[config.mk]
export PLATFORM = sky130hd
export DESIGN_NAME = accel_wrapper_mc
export DESIGN_NICKNAME = d
export VERILOG_FILES = /design/src/rtl/accel_pkg.sv /design/src/rtl/accel_ctx_mem.sv /design/src/rtl/accel_wrapper_mc.sv
export SDC_FILE = /design/constraint.sdc
export NUM_CORES = 2
export LEC_CHECK = 0
export BUFFER_PORTS_ARGS = -buffer_cell sky130_fd_sc_hd__clkbuf_2
export CAP_MARGIN = 10
export CORE_ASPECT_RATIO = 1.25
export CORE_UTILIZATION = 30
export CTS_CLUSTER_DIAMETER = 30
export CTS_CLUSTER_SIZE = 28
export DETAILED_ROUTE_END_ITERATION = 7
export HOLD_SLACK_MARGIN = 0.06
export SLEW_MARGIN = 10
export SYNTH_ARGS = -nofsm -noshare
export SYNTH_HDL_FRONTEND = slang
export SYNTH_SLANG_ARGS = --single-unit
export TNS_END_PERCENT = 1
[constraint.sdc]
create_clock -name clk -period 13 [get_ports clk]
set_input_delay 0.65 -clock clk [delete_from_list [all_inputs] [get_ports clk]]
set_output_delay 0.65 -clock clk [all_outputs]
set_load 0.01 [all_outputs]
[src/rtl/accel_pkg.sv]
// accel_pkg: shared FSM/error encodings and the rotate-left helper for the accelerator wrapper.
package accel_pkg;

    typedef enum logic [1:0] {ACC_IDLE, ACC_RUN, ACC_WRITE, ACC_DONE} acc_state_t;
    typedef enum logic [1:0] {ACC_ERR_NONE, ACC_ERR_LEN, ACC_ERR_ADDR, ACC_ERR_BUSY} acc_error_t;

    function automatic logic [31:0] rotl(input logic [31:0] x, input logic [4:0] n);
        logic [63:0] t;
        t = {x, x} << n;
        return t[63:32];
    endfunction

endpackage

[src/rtl/accel_ctx_mem.sv]
// accel_ctx_mem: all-context scratchpad, one port, byte-enabled writes, combinational read.
module accel_ctx_mem #(
    parameter int WORDS = 48,
    parameter int AW    = 6
) (
    input  logic          clk,
    input  logic          we,
    input  logic [AW-1:0] addr,
    input  logic [3:0]    be,
    input  logic [31:0]   wdata,
    output logic [31:0]   rdata
);

    logic [31:0] mem [WORDS];

    always_ff @(posedge clk) begin
        if (we)
            for (int b = 0; b < 4; b++)
                if (be[b]) mem[addr][8*b +: 8] <= wdata[8*b +: 8];
    end

    assign rdata = mem[addr];

endmodule

[src/rtl/accel_wrapper_mc.sv]
// accel_wrapper_mc: multi-context rotate-XOR digest engine behind a bus scratchpad port.
// Optional ACCEL_BUS_LOCK_EN: bus accesses while busy raise ACC_ERR_BUSY (otherwise dropped silently).
module accel_wrapper_mc
    import accel_pkg::*;
#(
    parameter int MEM_ADDR_WIDTH = 32,
    parameter int MEM_DATA_WIDTH = 32,
    parameter int MEM_DEPTH      = 16,
    parameter int OUT_WORDS      = 8,
    parameter int NUM_CTX        = 2,
    localparam int CW            = $clog2(NUM_CTX)
) (
    input  logic                      clk,
    input  logic                      rst_n,
    input  logic [CW-1:0]             ctx_sel,
    input  logic                      start,
    output logic                      done,
    input  logic [5:0]                output_length_byte,
    output acc_state_t                accel_state,
    output acc_error_t                accel_error,
    input  logic                      mem_en,
    input  logic                      mem_we,
    input  logic [MEM_ADDR_WIDTH-1:0] mem_addr,
    input  logic [3:0]                mem_be,
    input  logic [MEM_DATA_WIDTH-1:0] mem_wdata,
    output logic [MEM_DATA_WIDTH-1:0] mem_rdata
);

    localparam int CTX_WORDS = MEM_DEPTH + OUT_WORDS;
    localparam int AW        = $clog2(CTX_WORDS);
    localparam int TW        = $clog2(NUM_CTX * CTX_WORDS);

    acc_state_t    state, state_d;
    acc_error_t    err_d, new_err;
    logic [CW-1:0] ctx_q, ram_ctx;
    logic [5:0]    len_q;
    logic [AW-1:0] cnt, word, ram_word;
    logic [31:0]   acc, rot, res_word, ram_rdata, ram_wdata;
    logic [TW-1:0] ram_addr;
    logic [3:0]    ram_be;
    logic          busy, addr_ok, len_ok, last, accept, ram_we;
    logic          unused_addr;

    assign unused_addr = ^mem_addr[MEM_ADDR_WIDTH-1:AW];
    assign word        = mem_addr[AW-1:0];
    assign busy        = state == ACC_RUN || state == ACC_WRITE;
    assign addr_ok     = word < AW'(CTX_WORDS);
    assign len_ok      = output_length_byte != 6'd0 && output_length_byte <= 6'(4 * OUT_WORDS);
    assign accept      = state == ACC_IDLE && start;
    assign last        = cnt == (state == ACC_RUN ? AW'(MEM_DEPTH - 1) : AW'(OUT_WORDS - 1));
    assign done        = state == ACC_DONE;
    assign accel_state = state;

    always_comb begin
        state_d = state;
        unique case (state)
            ACC_IDLE:  state_d = start ? (len_ok ? ACC_RUN : ACC_DONE) : ACC_IDLE;
            ACC_RUN:   state_d = last ? ACC_WRITE : ACC_RUN;
            ACC_WRITE: state_d = last ? ACC_DONE : ACC_WRITE;
            ACC_DONE:  state_d = start ? ACC_DONE : ACC_IDLE;
        endcase
    end

    // Result bytes past the requested length are written as zero.
    always_comb begin
        rot      = rotl(acc, 5'(cnt));
        res_word = rot;
        for (int b = 0; b < 4; b++)
            if (int'(cnt) * 4 + b >= int'(len_q)) res_word[8*b +: 8] = 8'h00;
    end

    always_comb begin
        ram_ctx   = busy ? ctx_q : ctx_sel;
        ram_word  = state == ACC_RUN ? cnt : state == ACC_WRITE ? AW'(MEM_DEPTH) + cnt : word;
        ram_we    = state == ACC_WRITE || (!busy && mem_en && mem_we && addr_ok);
        ram_be    = busy ? 4'hF : mem_be;
        ram_wdata = busy ? res_word : mem_wdata;
        ram_addr  = TW'(ram_ctx) * TW'(CTX_WORDS) + TW'(ram_word);
    end

    accel_ctx_mem #(.WORDS(NUM_CTX * CTX_WORDS), .AW(TW)) u_mem (
        .clk   (clk),
        .we    (ram_we),
        .addr  (ram_addr),
        .be    (ram_be),
        .wdata (ram_wdata),
        .rdata (ram_rdata)
    );

    // Sticky error: a valid start clears it, then the first new error of the cycle lands.
    always_comb begin
        new_err = ACC_ERR_NONE;
        if (accept && !len_ok) new_err = ACC_ERR_LEN;
        if (mem_en && !busy && !addr_ok) new_err = ACC_ERR_ADDR;
`ifdef ACCEL_BUS_LOCK_EN
        if (mem_en && busy) new_err = ACC_ERR_BUSY;
`endif
        err_d = (accept && len_ok) ? ACC_ERR_NONE : accel_error;
        err_d = err_d == ACC_ERR_NONE ? new_err : err_d;
    end

    always_ff @(posedge clk or negedge rst_n) begin
        if (!rst_n) begin
            state       <= ACC_IDLE;
            accel_error <= ACC_ERR_NONE;
            mem_rdata   <= '0;
            acc         <= '0;
            cnt         <= '0;
            ctx_q       <= '0;
            len_q       <= '0;
        end else begin
            state       <= state_d;
            accel_error <= err_d;
            if (mem_en) mem_rdata <= (!busy && addr_ok) ? ram_rdata : '0;
            if (accept) begin
                ctx_q <= ctx_sel;
                len_q <= output_length_byte;
                cnt   <= '0;
                if (len_ok) acc <= '0;
            end
            if (state == ACC_RUN) acc <= rotl(acc, 5'd1) ^ ram_rdata;
            if (busy) cnt <= last ? '0 : cnt + 1'b1;
        end
    end

endmodule

==> metrics.txt <==
clock period minus worst slack 6405 ps; CP Data Arrival Time 7090 ps; Die Y 520.3 µm; CP delay by family, top compound AO/OA/AOI/OAI gates; Syn Area/Cell 14.95 µm²; crit-path most repeated cell buf_4; Max Fclk 156.1 MHz; Worst Skew 37.42 ps; number of synthesized register bits 1616; EDFF count, synth 1536; vias per cell 5.604; gpl congestion 0.8745; Static Leak 23.65 nW; Clock transition at path regs 60 ps; CP Buf/Inv Count 4; Post-CTS Setup Bufs 0; CTS Buffer Depth 3; Sink Count 1616; Crit Reg-Reg Startpoint accel_state[1]; pin count of the biggest net entering global routing 128; Routed wire per std cell 27.59 µm; Slowest-stage cell, CP a2111oi_2; critical-path cell list inv_1, ha_2, buf_4, or3b_2, nand2_8, buf_4, buf_4, o221ai_1, a211oi_1, o21bai_1, a2111oi_2, xnor2_1, o21ai_1; VDD IR max 336.8 µV; final-report setup violation count 0; final worst setup slack 6595 ps; Worst Path Required 13680 ps; Total GRT Usage 0.1805; post-cts sizing count 0; area share of the largest cell type after synthesis 0.7156; die area 216700 µm²; initial antenna violation count 5; Initial Util 0.3029; Crit path depth 13; RSZ-0062 raised after global routing no; num rows 189; detailed-router iteration count before antenna repair 6; Die Wd 416.6 µm; Synthesized Nets 4404; post-DP HPWL 122600 µm; CTS tree done; core area 212800 µm²; Non-Filler Instances 7318; area grow syn2layout 16.23%; Slew HR 0.1129; max-slew violation count 0; num ports 117; first-pass GRT wire length 285500 µm; clock insertion delay at the later pin of the skew report 820 ps; Worst path max stage delay 960 ps; Commonest cells post-synth edfxtp_1, nand2_1, o22ai_1; total CTS buffers 181; Min Hold Slack 116.3 ps; worst hold path class input pin to flip-flop; Async S/R FF share, synth 0.04950; WHS Path Cells 2; setup_tns 0 ps; nets@finish 4486; via count of the first global-routing pass 39430; largest cells by area after synthesis edfxtp_1, o22ai_1, dfrtp_1, nand2_1, nor2_1; CP endpoint kind flip-flop; most common cell in the netlist edfxtp_1; Place WS 6602 ps; Final period util 0.4927; fin area 74920 µm²; Worst R2R End acc[5]; Placed Instance Area 68570 µm²; CP max FO 101; initial drt markers 4859; # DRC 0; share of layout cells above drive strength 1 0.1426; Total Wirelength 201900 µm; Post-CTS Hold Fix Bufs 7; Hold Path Origin output_length_byte[5]; dominant cell type by area after synthesis edfxtp_1; sequential fraction of the synthesis area 0.7466; Syn Inst Count 4311; Worst R2R Path Depth 13; Synth Cell Area 64460 µm²; kind of critical path flip-flop to flip-flop; final core utilization 0.3520; CTS root buf clkbuf_16; Synth Flop Type edfxtp_1; Hold Path End len_q[5]; count of cell types in the netlist 93; via count 41010; total power 22.19 mW; Worst setup SP type flip-flop; Power per Cell Area 296.1 nW/µm²; htree depth 4; max_cap viols 0; final antenna-violating net count 0; worst slew pin tran 1331 ps; Yosys warnings 0; dpl cells 6969; number of buffers added on ports 89; grt ovf 0; status complete, no violations; r2r setup slk 6600 ps; hold violation count in the final report 0
==> cell usage in the layout, fill, tap and decap left out, types with 51 or more instances in the layout <==
cell,synthesis,layout
and3_1,51,51
mux2i_1,88,87
clkbuf_2,0,89
a31oi_1,68,68
o22a_1,76,75
o221ai_1,65,65
edfxtp_1,1536,1536
o22ai_1,347,347
nor2_1,276,275
nand2_1,401,398
nand3_1,106,104
a211oi_1,60,60
a21oi_1,64,64
clkbuf_16,0,184
buf_4,32,109
nor3_1,128,126
o21ai_0,138,134
dfrtp_1,80,78
==> flip-flops by register name, summed over array words and instances, names as in the netlist <==
| register | flops |
|---|---|
| acc | 32 |
| accel_error | 2 |
| cnt | 5 |
| accel_state | 2 |
| mem_rdata | 32 |
| ctx_q | 1 |
| len_q | 6 |
| u_mem.mem | 1536 |
==> how the worst max path moves through the flow <==
stage,endpoint,start,slack [ps]
floorplan,u_mem.mem[21][0],accel_state[1],8570
global placement,acc[5],accel_state[1],6640
detailed placement,acc[5],accel_state[1],6600
CTS,acc[5],accel_state[1],6580
global route,acc[5],accel_state[1],6210
finish,acc[5],accel_state[1],6600
==> where the power goes <==
group / leakage [nW] / internal (mW) / total [mW] / switching (mW)
Sequential: 14.9 / 7.53 / 7.71 / 0.175
Clock: 2.98 / 2.99 / 5.25 / 2.26
Combinational: 5.74 / 2.28 / 9.23 / 6.95
Total: 23.6 / 12.8 / 22.2 / 9.39
==> metal layers <==
metal	vias up	track usage	share of wire
li1	17420	-	-
met1	21070	0.2221	0.38
met2	2105	0.3013	0.49
met3	412	0.03342	0.081
met4	2	0.09395	0.054
met5	-	0	0.000064
==> cell families (layout without fill, tap and decap cells) <==
| logic type | count (synthesis) | after routing | synth area share |
|---|---|---|---|
| AOI/OAI and AO/OA | 1095 | 1095 | 0.1197 |
| xor gates and xnor gates | 12 | 12 | 0.001631 |
| adders and majority gates | 13 | 13 | 0.002640 |
| buffers and inverters | 352 | 586 | 0.02545 |
| DFF | 1616 | 1616 | 0.7466 |
| muxes | 128 | 128 | 0.02485 |
| other | 0 | 4 | 0 |
| and+or+nand+nor | 1095 | 1095 | 0.07916 |
==> cell type report <==
type	count	area (µm²)
Tap cell	2769	3465
Clock buffer	191	4631
Timing Repair Buffer	214	1499
Sequential cell	1616	48130
Fill cell	20010	137900
Antenna cell	4	10.01
Multi-Input combinational cell	2343	15450
Clock inverter	144	1598
Inverter	37	138.9
(Power assumes the default switching activity.)
